File: config.mk
export PLATFORM = sky130hd
export DESIGN_NAME = uart_tx_framed
export DESIGN_NICKNAME = d
export VERILOG_FILES = /design/src/rtl/uart_tx_framed.sv
export SDC_FILE = /design/constraint.sdc
export NUM_CORES = 1
export LEC_CHECK = 0
export ABC_AREA = 1
export CAP_MARGIN = 40
export CORE_AREA = 2 2 133 135
export CTS_CLUSTER_SIZE = 28
export DETAILED_ROUTE_END_ITERATION = 12
export DIE_AREA = 0 0 135 137
export SKIP_LAST_GASP = 1
export SLEW_MARGIN = 20
export SYNTH_ARGS = -nofsm -noshare
export SYNTH_HDL_FRONTEND = slang
export SYNTH_SLANG_ARGS = --single-unit
File: constraint.sdc
create_clock -name i_Clk -period 5.33 [get_ports i_Clk]
set_input_delay 0.533 -clock i_Clk [delete_from_list [all_inputs] [get_ports i_Clk]]
set_output_delay 0.533 -clock i_Clk [all_outputs]
set_load 0.03 [all_outputs]
File: src/rtl/uart_tx_framed.sv
// UART transmitter with valid/ready byte handshake, runtime bit period,
// per-frame parity mode and one or two stop bits. Frames may be sent
// back to back with no idle gap between stop and next start bit.
//
// Optional build macro UART_TX_BREAK_EN adds an i_Break input that holds
// the line low (break condition) while asserted in IDLE, followed by a
// 2P-clock high mark before the transmitter returns to IDLE.
//
// state      | meaning
// -----------+------------------------------------------------------
// S_IDLE     | line high, waiting for a payload
// S_START    | start bit (low) for P clocks
// S_DATA     | data bits LSB first, P clocks each
// S_PARITY   | parity bit for P clocks (only when parity enabled)
// S_STOP     | stop bit(s), high for P or 2P clocks
// S_BREAK    | line held low while i_Break is asserted (optional)
// S_BRK_HOLD | line high for 2P clocks after a break (optional)
module uart_tx_framed #(
    parameter int DATA_BITS = 8,
    parameter int PERIOD_W  = 20
) (
    input  logic                 i_Clk,
    input  logic                 i_Rst_n,
    input  logic [PERIOD_W-1:0]  i_Period,
    input  logic [1:0]           i_Parity,
    input  logic                 i_Two_Stop,
    input  logic [DATA_BITS-1:0] i_Data,
    input  logic                 i_Valid,
`ifdef UART_TX_BREAK_EN
    input  logic                 i_Break,
`endif
    output logic                 o_Ready,
    output logic                 o_TX,
    output logic                 o_Busy,
    output logic                 o_Done
);

    // Bit counter covers up to 9 data bits and the stop / break-hold halves.
    localparam int BIT_W = 4;

    typedef enum logic [2:0] {
        S_IDLE,
        S_START,
        S_DATA,
        S_PARITY,
        S_STOP,
        S_BREAK,
        S_BRK_HOLD
    } state_t;

    state_t               state_q,    state_d;
    logic [PERIOD_W-1:0]  cnt_q,      cnt_d;
    logic [BIT_W-1:0]     bit_q,      bit_d;
    logic [DATA_BITS-1:0] shift_q,    shift_d;
    logic [PERIOD_W-1:0]  period_q,   period_d;
    logic                 par_en_q,   par_en_d;
    logic                 par_bit_q,  par_bit_d;
    logic                 two_stop_q, two_stop_d;
    logic                 tx_q,       tx_d;
    logic                 busy_q,     busy_d;
    logic                 done_q,     done_d;

    logic                 bit_end;
    logic                 last_stop;
    logic                 accept;
    logic [PERIOD_W-1:0]  period_clamped;

    // Bit timing and handshake decode from the current registered state.
    always_comb begin
        bit_end        = (cnt_q == (period_q - PERIOD_W'(1)));
        last_stop      = (state_q == S_STOP) && bit_end &&
                         (bit_q == BIT_W'(two_stop_q));
        o_Ready        = (state_q == S_IDLE) || last_stop;
        accept         = i_Valid && o_Ready;
        period_clamped = (i_Period < PERIOD_W'(2)) ? PERIOD_W'(2) : i_Period;
    end

    // Next-state, counters and registered-output values.
    always_comb begin
        state_d    = state_q;
        cnt_d      = cnt_q;
        bit_d      = bit_q;
        shift_d    = shift_q;
        period_d   = period_q;
        par_en_d   = par_en_q;
        par_bit_d  = par_bit_q;
        two_stop_d = two_stop_q;

        unique case (state_q)
            S_IDLE: begin
`ifdef UART_TX_BREAK_EN
                if (i_Break) begin
                    state_d  = S_BREAK;
                    period_d = period_clamped;
                    cnt_d    = '0;
                    bit_d    = '0;
                end
`endif
            end
            S_START: begin
                if (bit_end) begin
                    state_d = S_DATA;
                    cnt_d   = '0;
                    bit_d   = '0;
                end else begin
                    cnt_d = cnt_q + PERIOD_W'(1);
                end
            end
            S_DATA: begin
                if (bit_end) begin
                    cnt_d   = '0;
                    shift_d = shift_q >> 1;
                    if (bit_q == BIT_W'(DATA_BITS - 1)) begin
                        bit_d   = '0;
                        state_d = par_en_q ? S_PARITY : S_STOP;
                    end else begin
                        bit_d = bit_q + BIT_W'(1);
                    end
                end else begin
                    cnt_d = cnt_q + PERIOD_W'(1);
                end
            end
            S_PARITY: begin
                if (bit_end) begin
                    state_d = S_STOP;
                    cnt_d   = '0;
                    bit_d   = '0;
                end else begin
                    cnt_d = cnt_q + PERIOD_W'(1);
                end
            end
            S_STOP: begin
                if (bit_end) begin
                    cnt_d = '0;
                    if (last_stop) begin
                        state_d = S_IDLE;
                        bit_d   = '0;
                    end else begin
                        bit_d = bit_q + BIT_W'(1);
                    end
                end else begin
                    cnt_d = cnt_q + PERIOD_W'(1);
                end
            end
`ifdef UART_TX_BREAK_EN
            S_BREAK: begin
                if (!i_Break) begin
                    state_d = S_BRK_HOLD;
                    cnt_d   = '0;
                    bit_d   = '0;
                end
            end
            S_BRK_HOLD: begin
                if (bit_end) begin
                    cnt_d = '0;
                    if (bit_q == BIT_W'(1)) begin
                        state_d = S_IDLE;
                        bit_d   = '0;
                    end else begin
                        bit_d = bit_q + BIT_W'(1);
                    end
                end else begin
                    cnt_d = cnt_q + PERIOD_W'(1);
                end
            end
`endif
            default: begin
                state_d = S_IDLE;
                cnt_d   = '0;
                bit_d   = '0;
            end
        endcase

        // Accept is only possible in IDLE or the final stop clock, so it
        // cleanly overrides whatever the case above chose.
        if (accept) begin
            state_d    = S_START;
            cnt_d      = '0;
            bit_d      = '0;
            shift_d    = i_Data;
            period_d   = period_clamped;
            par_en_d   = (i_Parity != 2'b00);
            two_stop_d = i_Two_Stop;
            unique case (i_Parity)
                2'b01:   par_bit_d = ~(^i_Data);
                2'b10:   par_bit_d = ^i_Data;
                default: par_bit_d = 1'b1;
            endcase
        end

        // Outputs are registered from the next-state values so the line
        // changes exactly on the clock edge that enters each bit.
        unique case (state_d)
            S_START:  tx_d = 1'b0;
            S_DATA:   tx_d = shift_d[0];
            S_PARITY: tx_d = par_bit_d;
            S_BREAK:  tx_d = 1'b0;
            default:  tx_d = 1'b1;
        endcase
        busy_d = (state_d != S_IDLE);
        done_d = (state_d == S_STOP) &&
                 (cnt_d == (period_d - PERIOD_W'(1))) &&
                 (bit_d == BIT_W'(two_stop_d));
    end

    // State and output registers; reset forces the line high at once.
    always_ff @(posedge i_Clk or negedge i_Rst_n) begin
        if (!i_Rst_n) begin
            state_q    <= S_IDLE;
            cnt_q      <= '0;
            bit_q      <= '0;
            shift_q    <= '0;
            period_q   <= PERIOD_W'(2);
            par_en_q   <= 1'b0;
            par_bit_q  <= 1'b0;
            two_stop_q <= 1'b0;
            tx_q       <= 1'b1;
            busy_q     <= 1'b0;
            done_q     <= 1'b0;
        end else begin
            state_q    <= state_d;
            cnt_q      <= cnt_d;
            bit_q      <= bit_d;
            shift_q    <= shift_d;
            period_q   <= period_d;
            par_en_q   <= par_en_d;
            par_bit_q  <= par_bit_d;
            two_stop_q <= two_stop_d;
            tx_q       <= tx_d;
            busy_q     <= busy_d;
            done_q     <= done_d;
        end
    end

    assign o_TX   = tx_q;
    assign o_Busy = busy_q;
    assign o_Done = done_q;

endmodule

# Yosys cells after proc, flatten, opt, wreduce, memory -nomap -nowiden
# Index checks and enable logic that the tools add are counted.
[classes] bitwise_logic=1 n_mux=28 n_reduce_logical=16 n_addsub=4 magnitude_cmp=1 eq_ne=16
[op_table] operator="2-to-1 mux 20 bit" count=4
[op_table] operator="== test 20 bit" count=2
[op_table] operator="case mux 20 bit (2 select lines)" count=1
[op_table] operator="subtractor 20 x 1 -> 20 bit (second input constant)" count=2
[op_table] operator="2-to-1 mux 3 bit" count=8
[op_table] operator="2-to-1 mux 4 bit" count=6
[op_table] operator="2-to-1 mux 8 bit" count=3
[op_table] operator="adder 20 x 1 -> 20 bit (second input constant)" count=1
[op_table] operator="< comparator 20 x 2 -> 1 bit (second input constant)" count=1
[op_table] operator="case mux 4 bit (4 select lines)" count=1
[op_table] operator="case mux 3 bit (5 select lines)" count=1
[op_table] operator="== test 3 x 2 -> 1 bit (second input constant)" count=4
[op_table] operator="== test 3 bit (second input constant)" count=3
[op_table] operator="== test 4 x 1 -> 1 bit" count=2
[op_table] operator="XOR reduction 8 bit" count=1
[op_table] operator="== test 3 x 1 -> 1 bit (second input constant)" count=2
[op_table] operator="nonzero test 2 bit" count=3
[op_table] operator="logical AND 1 bit" count=5
[op_table] operator="adder 4 x 1 -> 4 bit (second input constant)" count=1
[op_table] operator="== test 4 x 3 -> 1 bit (second input constant)" count=1
[op_table] operator="OR reduction 2 bit" count=2
[op_table] operator="OR reduction 4 bit" count=1
[op_table] operator="logical NOT 3 bit" count=1
[op_table] operator="case mux 1 bit (3 select lines)" count=1
[op_table] operator="8 further kinds" count=9
[word_totals] ff_bits=61 out_inout_bits=4 in_bits=34 word_cells=78

# Logic depth before layout (Yosys ltp)
# Gate-level depths: netlist of the first run.
[depth] ltp_word=11 depth_mapped=29 mapped_depth_nobuf=28

# Least setup slack after synthesis of the first run
# Ideal clock, no wire load.
[synth_timing] kind="reg-to-reg" from="reg period_q[1]" to="reg done_q (netlist: o_Done)" setup_ns=0.071 period_less_slack_ns=3.222 path_buffers=1 t_arrival_ns=3.150 required_time_ns=5.259 path_slack_ns=2.108 stages_incl_launch_ff=27 cell_sequence="dfstp_2 inv_1 ha_1 inv_1 nand2_1 nand2_1 nor2_1 nand3_1 nor2_1 nand2_1 nor2_1 nand2_1 nor2_4 nand3_2 nand2_4 buf_6 nand3_1 nand2_2 ha_1 nand3_4 nor2_8 nand3_2 o21bai_1 nand3_1 nand2_1 nand4_1 nor2_1"
[synth_via] elab_chain_len=11 elab_cells_between_ends=30 classes_between="add/sub (2); eq/ne (4); mux (18); reduce/logical (6)"
[synth_lines] item="from (decl)" line="55" rtl="logic [PERIOD_W-1:0] period_q, period_d;"
[synth_lines] item="from (signal assigned)" line="225" rtl="period_q <= period_d;"
[synth_lines] item="subtractor 20 x 1 -> 20 bit" line="70" rtl="bit_end = (cnt_q == (period_q - PERIOD_W'(1)));"
[synth_lines] item="== test 20 bit" line="70"
[synth_lines] item="logical AND 1 bit (2 in a row)" line="71" rtl="last_stop = (state_q == S_STOP) && bit_end &&"
[synth_lines] item="logical OR 1 bit / 2-to-1 mux 3 bit (equally long branches)" line="73, 135"
[synth_lines] item="logical AND 1 bit / 2-to-1 mux 3 bit (equally long branches)" line="74, 133"
[synth_lines] item="2-to-1 mux 20 bit / case mux 3 bit (5 select lines) (equally long branches)" line="176, 89"
[synth_lines] item="subtractor 20 x 1 -> 20 bit / 2-to-1 mux 3 bit (equally long branches)" line="202, 176"
[synth_lines] item="== test 20 bit / == test 3 bit (equally long branches)" line="202, 201"
[synth_lines] item="logical AND 1 bit" line="201" rtl="done_d = (state_d == S_STOP) &&"
[synth_lines] item="logical AND 1 bit (*)" line="202" rtl="(cnt_d == (period_d - PERIOD_W'(1))) &&"
[synth_lines] item="named net done_d" line="61" rtl="logic done_q, done_d;"
[synth_lines] item="to (signal assigned)" line="231" rtl="done_q <= done_d;"
[synth_lines] item="to (decl)" line="61"
# The timed path passes the listed nets; every way through them passes the cells marked *.
# A chain may end at the register's enable or synchronous reset.

# Worst setup path in the final report of the first run
[layout_timing] from="reg period_q[0]" to="reg done_q (netlist: o_Done)"
# The elaborated chain is that of the path after synthesis.

==> results of run 1 <==
## metal layers
layer	GRT usage (%)	routed length, um
met5	0	0
met4	7.18	399
met3	2.37	735
met2	33.3	7980
met1	27.5	8440
## logic make-up (layout without fill, tap and decap cells)
logic type	Yosys count	in the layout	synth area share [%]
xor+xnor	53	53	7.96
compound gates	49	49	5.15
flops	61	61	26.2
fa+ha+maj	7	7	1.50
simple gates	608	608	47.0
buf+inv	165	199	12.2
## worst max-delay path, stage by stage, from the launching register on
cell and delay, ns:
dfrtp_1 0.40, inv_1 0.16, ha_1 0.25, nand2_1 0.10, nor2_1 0.15, nand3_1 0.16
inv_1 0.16, nand2_1 0.08, nand2_1 0.06, nand3_1 0.10, nor2_4 0.17, nand3_2 0.14
nand2_4 0.32, nand2_2 0.33, nand2_1 0.17, nand2_2 0.12, ha_1 0.33, nand3_1 0.09
nand2_1 0.06, nor2_1 0.13, nand3_1 0.09, nor2_1 0.16, nand3_1 0.10, nor2_1 0.13
nand4_1 0.13, nor2_1 0.12
## where the power goes
part | total (mW) | internal, mW | switching (mW) | leakage (nW)
Clock | 0.609 | 0.387 | 0.222 | 0.148
Combinational | 0.0638 | 0.0334 | 0.0304 | 2.63
Sequential | 0.463 | 0.463 | 0 | 0.747
## state kept, by name, summed over array words and instances (netlist names)
| signal | count |
|---|---|
| cnt_q | 20 |
| period_q | 20 |
| shift_q | 8 |
| bit_q | 4 |
| state_q | 3 |
| o_Busy | 1 |
| o_Done | 1 |
| o_TX | 1 |
| par_bit_q | 1 |
| par_en_q | 1 |
| two_stop_q | 1 |
## layout by cell type, fill, tap and decap left out, drive strengths merged, types with 6 or more instances in the layout
cell / count
inv: 138
buf: 6
nor4: 7
ha: 7
o21ai: 23
clkdlybuf4s50: 36
xor2: 31
nand4: 17
dfrtp: 59
clkbuf: 11
nand2: 362
a21oi: 7
nor3: 8
nand3b: 14
nand3: 90
nor2: 108
xnor2: 22
## worst paths after layout
check | from | end | cells past startpoint
worst max-delay path | period_q[0] | o_Done | 25
worst min-delay path | i_Rst_n | period_q[4] | 2
worst max register to register | period_q[0] | o_Done | 25
worst min register to register | par_en_q | par_en_q | 2
max in group asynchronous | i_Rst_n | o_TX | 3
min in group i_Clk | par_en_q | par_en_q | 2
## cell type report
cell class	instances	area share (%)
repair buffers	42	6.52
multi-input cells	717	53.8
well taps	225	4.22
clock buffers	11	3.78
clock inverters	5	0.880
flip-flops and latches	61	22.9
inverters	141	7.92
## metrics by stage
stage | instance area [sq um] | utilization (%) | total power, mW
after floorplan | 5830 | - | 0.491
after global placement | 6340 | 37.2 | 0.534
after detailed placement | 6370 | 37.3 | 0.536
after CTS | 6680 | 39.2 | 1.15
after global routing | 6680 | 39.2 | 1.17
final | 6680 | 39.2 | 1.14
==> out/metrics.cfg, run 1 <==
[synthesis]
avgSynthCellArea_sq_um=6.19
syn_inst=943
yosys.area.top_type=dfrtp_1
synth.most_common_cell=nand2_1
synthTopCellsByCount=nand2_1, inv_1, nor2_1, nand3_1, dfrtp_1
ys_warn_count=0
netlist_area_sq_um=5830
yosysTopAreaCellShare_pct=25.3
ys_types=45
ys_seq_elements=61
synth_fp_nets=984
yosysSeqAreaShare_pct=26.2
synthArstFlopShare_pct=100
synth_edf_count=0
synth_area_leaders=dfrtp_1, nand2_1, inv_1
synth_ff_type=dfrtp_1

[setup_path]
worst-setup-path-type=reg2reg
cp_max_fo=31
endpoint_kind=register
r2r_setup_slack_ns=0.99
start_kind=register
required_ns=5.60
crit_arrival_ns=4.61

[sta]
max_freq_mhz=230
skew_ns=0.00791
timing.hold.ws_ns=0.142
layout_min_cycle_time_ns=4.34
rsz0062_at_grt=no
drv_slew=0
finalSetupViolations=0
finalWorstSetupSlack_ns=0.989
tns_ns=0
slew_headroom_pct=52.4
tightestPinTransition_ns=0.708
finalCritPeriodShare_pct=81.5
finalHoldViolations=0

[placed_design]
gp_congestion=0.915
io_buffers=37
dpl_worst_slack_ns=0.972
numPlacedInstances=1186
hpwl_um=14200

[global_routing]
grt_pass1_vias=5694
antenna_found_initial=0
grt_use_total_pct=20.2
overflow=0
grt_max_degree=48
grt_pass1_wl_um=29200

[layout]
drive_gt1_share_pct=7.78
syn_to_final_growth_pct=14.5
register_area_sq_um=1530
fin_nets=1013
n_antenna_cell=0
fillers=1859
multi_input_area_sq_um=3590
final_cells=1202

[clock_network]
cts_tree=done
clk_latency_ns=0.34
post_cts_buffers=0
numCtsBuffers=9
htreeDepth=3
ctsLongestPathBuffers=2
cts_num_sinks=61
cts_resized=0
clk_pin_slew_worst_paths_ns=0.06
cts.hold.buffers_added=0
clock-root-buffer=clkbuf_16

[outcome]
outcome=completed

[route]
remaining_drc_errors=0
drt-initial-drc-count=391
routed_wl_um=17600
vias=5842
viasPerCell=4.86
wire_per_inst_um=14.6
ant_nets=0
drt_first_pass_iters=7

[job]
maxCapViolations=0

[floorplan]
core_area_sq_um=17100
dieArea_sq_um=18500
row_count=48
io-pin-count=38
die_w_um=135
floorplan.initialDensity_pct=34.2
die_h_um=137

[power]
leakage_nw=3.52
ir_drop_uv=135
power_density_nw_per_um2=170

[hold_path]
worstHoldPathType=in2async

Note: power is estimated with default switching activity, not from simulation.
==> run 2, diff against run 1 <==
Clock period 5.33 ns to 3.8 ns, I/O delays scaled along.
==> run 2 against run 1 <==
Via count grew 2.9%. Non-clock buffer count grew 28. Sequential share of layout area down 0.94 points. Cell count rose by 2.3%. Critical endpoint is now o_Ready. Hold slack got worse by 0.033 ns. Critical path type is now reg2out. Clock power up 26%. Worst setup slack worse by 0.85 ns. First-iteration DRC count rose by 33%.
==> out/metrics.cfg, run 2 (synthesized netlist as in run 1, its figures left out) <==
[placed_design]
io_buffers=37  ; unchanged
dpl_worst_slack_ns=-0.0730  ; -1.05 ns
hpwl_um=14600  ; +2.8%
placed_cell_area_sq_um=6480  ; +1.8%
gp_congestion=0.897  ; -2.0%
numPlacedInstances=1204  ; +1.5%

[global_routing]
overflow=0  ; unchanged
grt_use_total_pct=20.2  ; -0.034 points
grt_pass1_vias=5543  ; -2.7%
grt_pass1_wl_um=29000  ; -0.52%
top_usage_layer=met2
grt_use_met2_pct=33.4  ; +0.17 points
grt_max_degree=34  ; -29%
antenna_found_initial=0  ; unchanged
use_met3_pct=2.70  ; +0.33 points
grtUsageMet1_pct=27.6  ; +0.16 points

[route]
vias=6014  ; +2.9%
routed_wl_um=18100  ; +3.1%
remaining_drc_errors=0  ; unchanged
drt_first_pass_iters=5  ; -2
viasPerCell=4.89  ; +0.60%
wire_per_inst_um=14.7  ; +0.73%
drt-initial-drc-count=520  ; +33%
ant_nets=0  ; unchanged

[layout]
syn_to_final_growth_pct=19.4
final_cell_mix=nand2_1, inv_1, nor2_1
fin_nets=1041  ; +2.8%
n_antenna_cell=0  ; unchanged
drive_gt1_share_pct=11.8  ; +4.1 points
final_common_cell=nand2_1
final_cells=1230  ; +2.3%
fin_area_sq_um=6960  ; +4.3%
reg_top3=cnt_q (20), period_q (20), shift_q (8)

[clock_network]
clk_latency_ns=0.33  ; about the same
clock-root-buffer=clkbuf_16
clk_pin_slew_worst_paths_ns=0.06  ; about the same
numCtsBuffers=9  ; unchanged
ctsLongestPathBuffers=2  ; unchanged
cts_tree=done
cts_num_sinks=61  ; unchanged
htreeDepth=3  ; unchanged

[setup_path]
rr_startpoint=period_q[1]
worstRegToRegCells=24  ; -4.0%
r2r_end=o_Done
endpoint_kind=output port
crit_arrival_ns=3.28  ; -1.33 ns
cpMostUsedCell=nand2_1
cp_max_fo=10  ; -68%
start_kind=register
r2r_setup_slack_ns=0.22  ; -0.77 ns
crit_chain=inv_1 > ha_4 > inv_1 > nand2_1 > nand2_1 > nor2_2 > nand3_1 > nor2_2 > nand2_1 > nor2_2 > nand2_1 > nor2_4 > nand3_4 > nand2_8 > buf_4 > clkdlybuf4s50_1
worst-setup-path-type=reg2out
slowest_stage=clkdlybuf4s50_1
cpPeakStageDelay_ns=0.70  ; +0.30 ns
required_ns=3.42  ; -2.18 ns

[sta]
finalSetupViolations=0  ; unchanged
tns_ns=0  ; unchanged
layout_min_cycle_time_ns=3.66
tightestPinTransition_ns=0.731  ; +0.0228 ns
timing.hold.ws_ns=0.109  ; -0.0326 ns
finalHoldViolations=0  ; unchanged
max_freq_mhz=273
slew_headroom_pct=51.3  ; -1.1 points
drv_slew=0  ; unchanged
skew_ns=0.0114  ; +0.00346 ns
finalWorstSetupSlack_ns=0.143  ; -0.846 ns
finalCritPeriodShare_pct=96.2

[power]
ir_drop_uv=176  ; +30%
leakage_nw=3.66  ; +3.8%
power_density_nw_per_um2=216  ; +27%

[floorplan]
die_w_um=135  ; unchanged
row_count=48  ; unchanged
io-pin-count=38  ; unchanged
floorplan.initialDensity_pct=34.2  ; unchanged
die_h_um=137  ; unchanged
core_area_sq_um=17100  ; unchanged
dieArea_sq_um=18500  ; unchanged

[outcome]
outcome=completed

[hold_path]
worstHoldPathType=in2async

[job]
maxCapViolations=0  ; unchanged

==> run 2: layout make-up <==
| type | instances | area, sq um |
|---|---|---|
| Clock buffer | 12 | 246 |
| Clock inverter | 4 | 32.5 |
| Fill cell | 1858 | 10100 |
| Inverter | 141 | 529 |
| Multi-Input combinational cell | 717 | 3700 |
| Sequential cell | 61 | 1530 |
| Tap cell | 225 | 282 |
| Timing Repair Buffer | 70 | 642 |
==> run 2: worst max-delay path by stage <==
| stage | startpoint | to | slack (ns) | cells past startpoint |
|---|---|---|---|---|
| 2_1_floorplan | period_q[1] | o_Done | 0.58 | 26 |
| 3_3_place_gp | period_q[1] | o_Done | -0.07 | 25 |
| 3_5_place_dp | period_q[1] | o_Done | -0.07 | 25 |
| 4_1_cts | period_q[1] | o_Done | 0.03 | 25 |
| 5_1_grt | period_q[1] | o_Ready | -0.02 | 16 |
| 6_report | period_q[1] | o_Ready | 0.14 | 16 |
==> run 2: layer usage <==
layer	up-vias	wire (um)
met5	-	0
met4	0	329
met3	21	839
met2	149	8440
met1	2782	8490
li1	3062	-
==> run 2: power breakdown <==
| group | total [mW] | internal (mW) | leakage [nW] | switching, mW |
|---|---|---|---|---|
| Clock | 0.769 | 0.462 | 0.129 | 0.306 |
| Combinational | 0.0870 | 0.0443 | 2.78 | 0.0427 |
| Sequential | 0.650 | 0.650 | 0.747 | 0 |
| Total | 1.51 | 1.16 | 3.66 | 0.349 |
==> run 2: repair_timing <==
action | in CTS | in global routing
hold endpoints to repair | 0 | 0
gates resized for setup | 3 | 25
setup endpoints to repair | 1 | 2
setup buffers | 2 | 8
hold buffers | 0 | 0
pin swaps | 1 | 13
==> run 2: critical path, delay by kind of cell (launching register included) <==
family / cells / cell delay, ns
fa+ha+maj: 1 / 0.27
buf+inv: 4 / 1.00
flops: 1 / 0.54
simple gates: 11 / 1.11
==> run 2: per-stage QoR <==
stage / utilization, % / power (mW)
2_1_floorplan: - / 0.688
3_3_place_gp: 38.0 / 0.749
3_5_place_dp: 38.0 / 0.750
4_1_cts: 39.8 / 1.52
5_1_grt: 40.8 / 1.55
6_report: 40.8 / 1.51
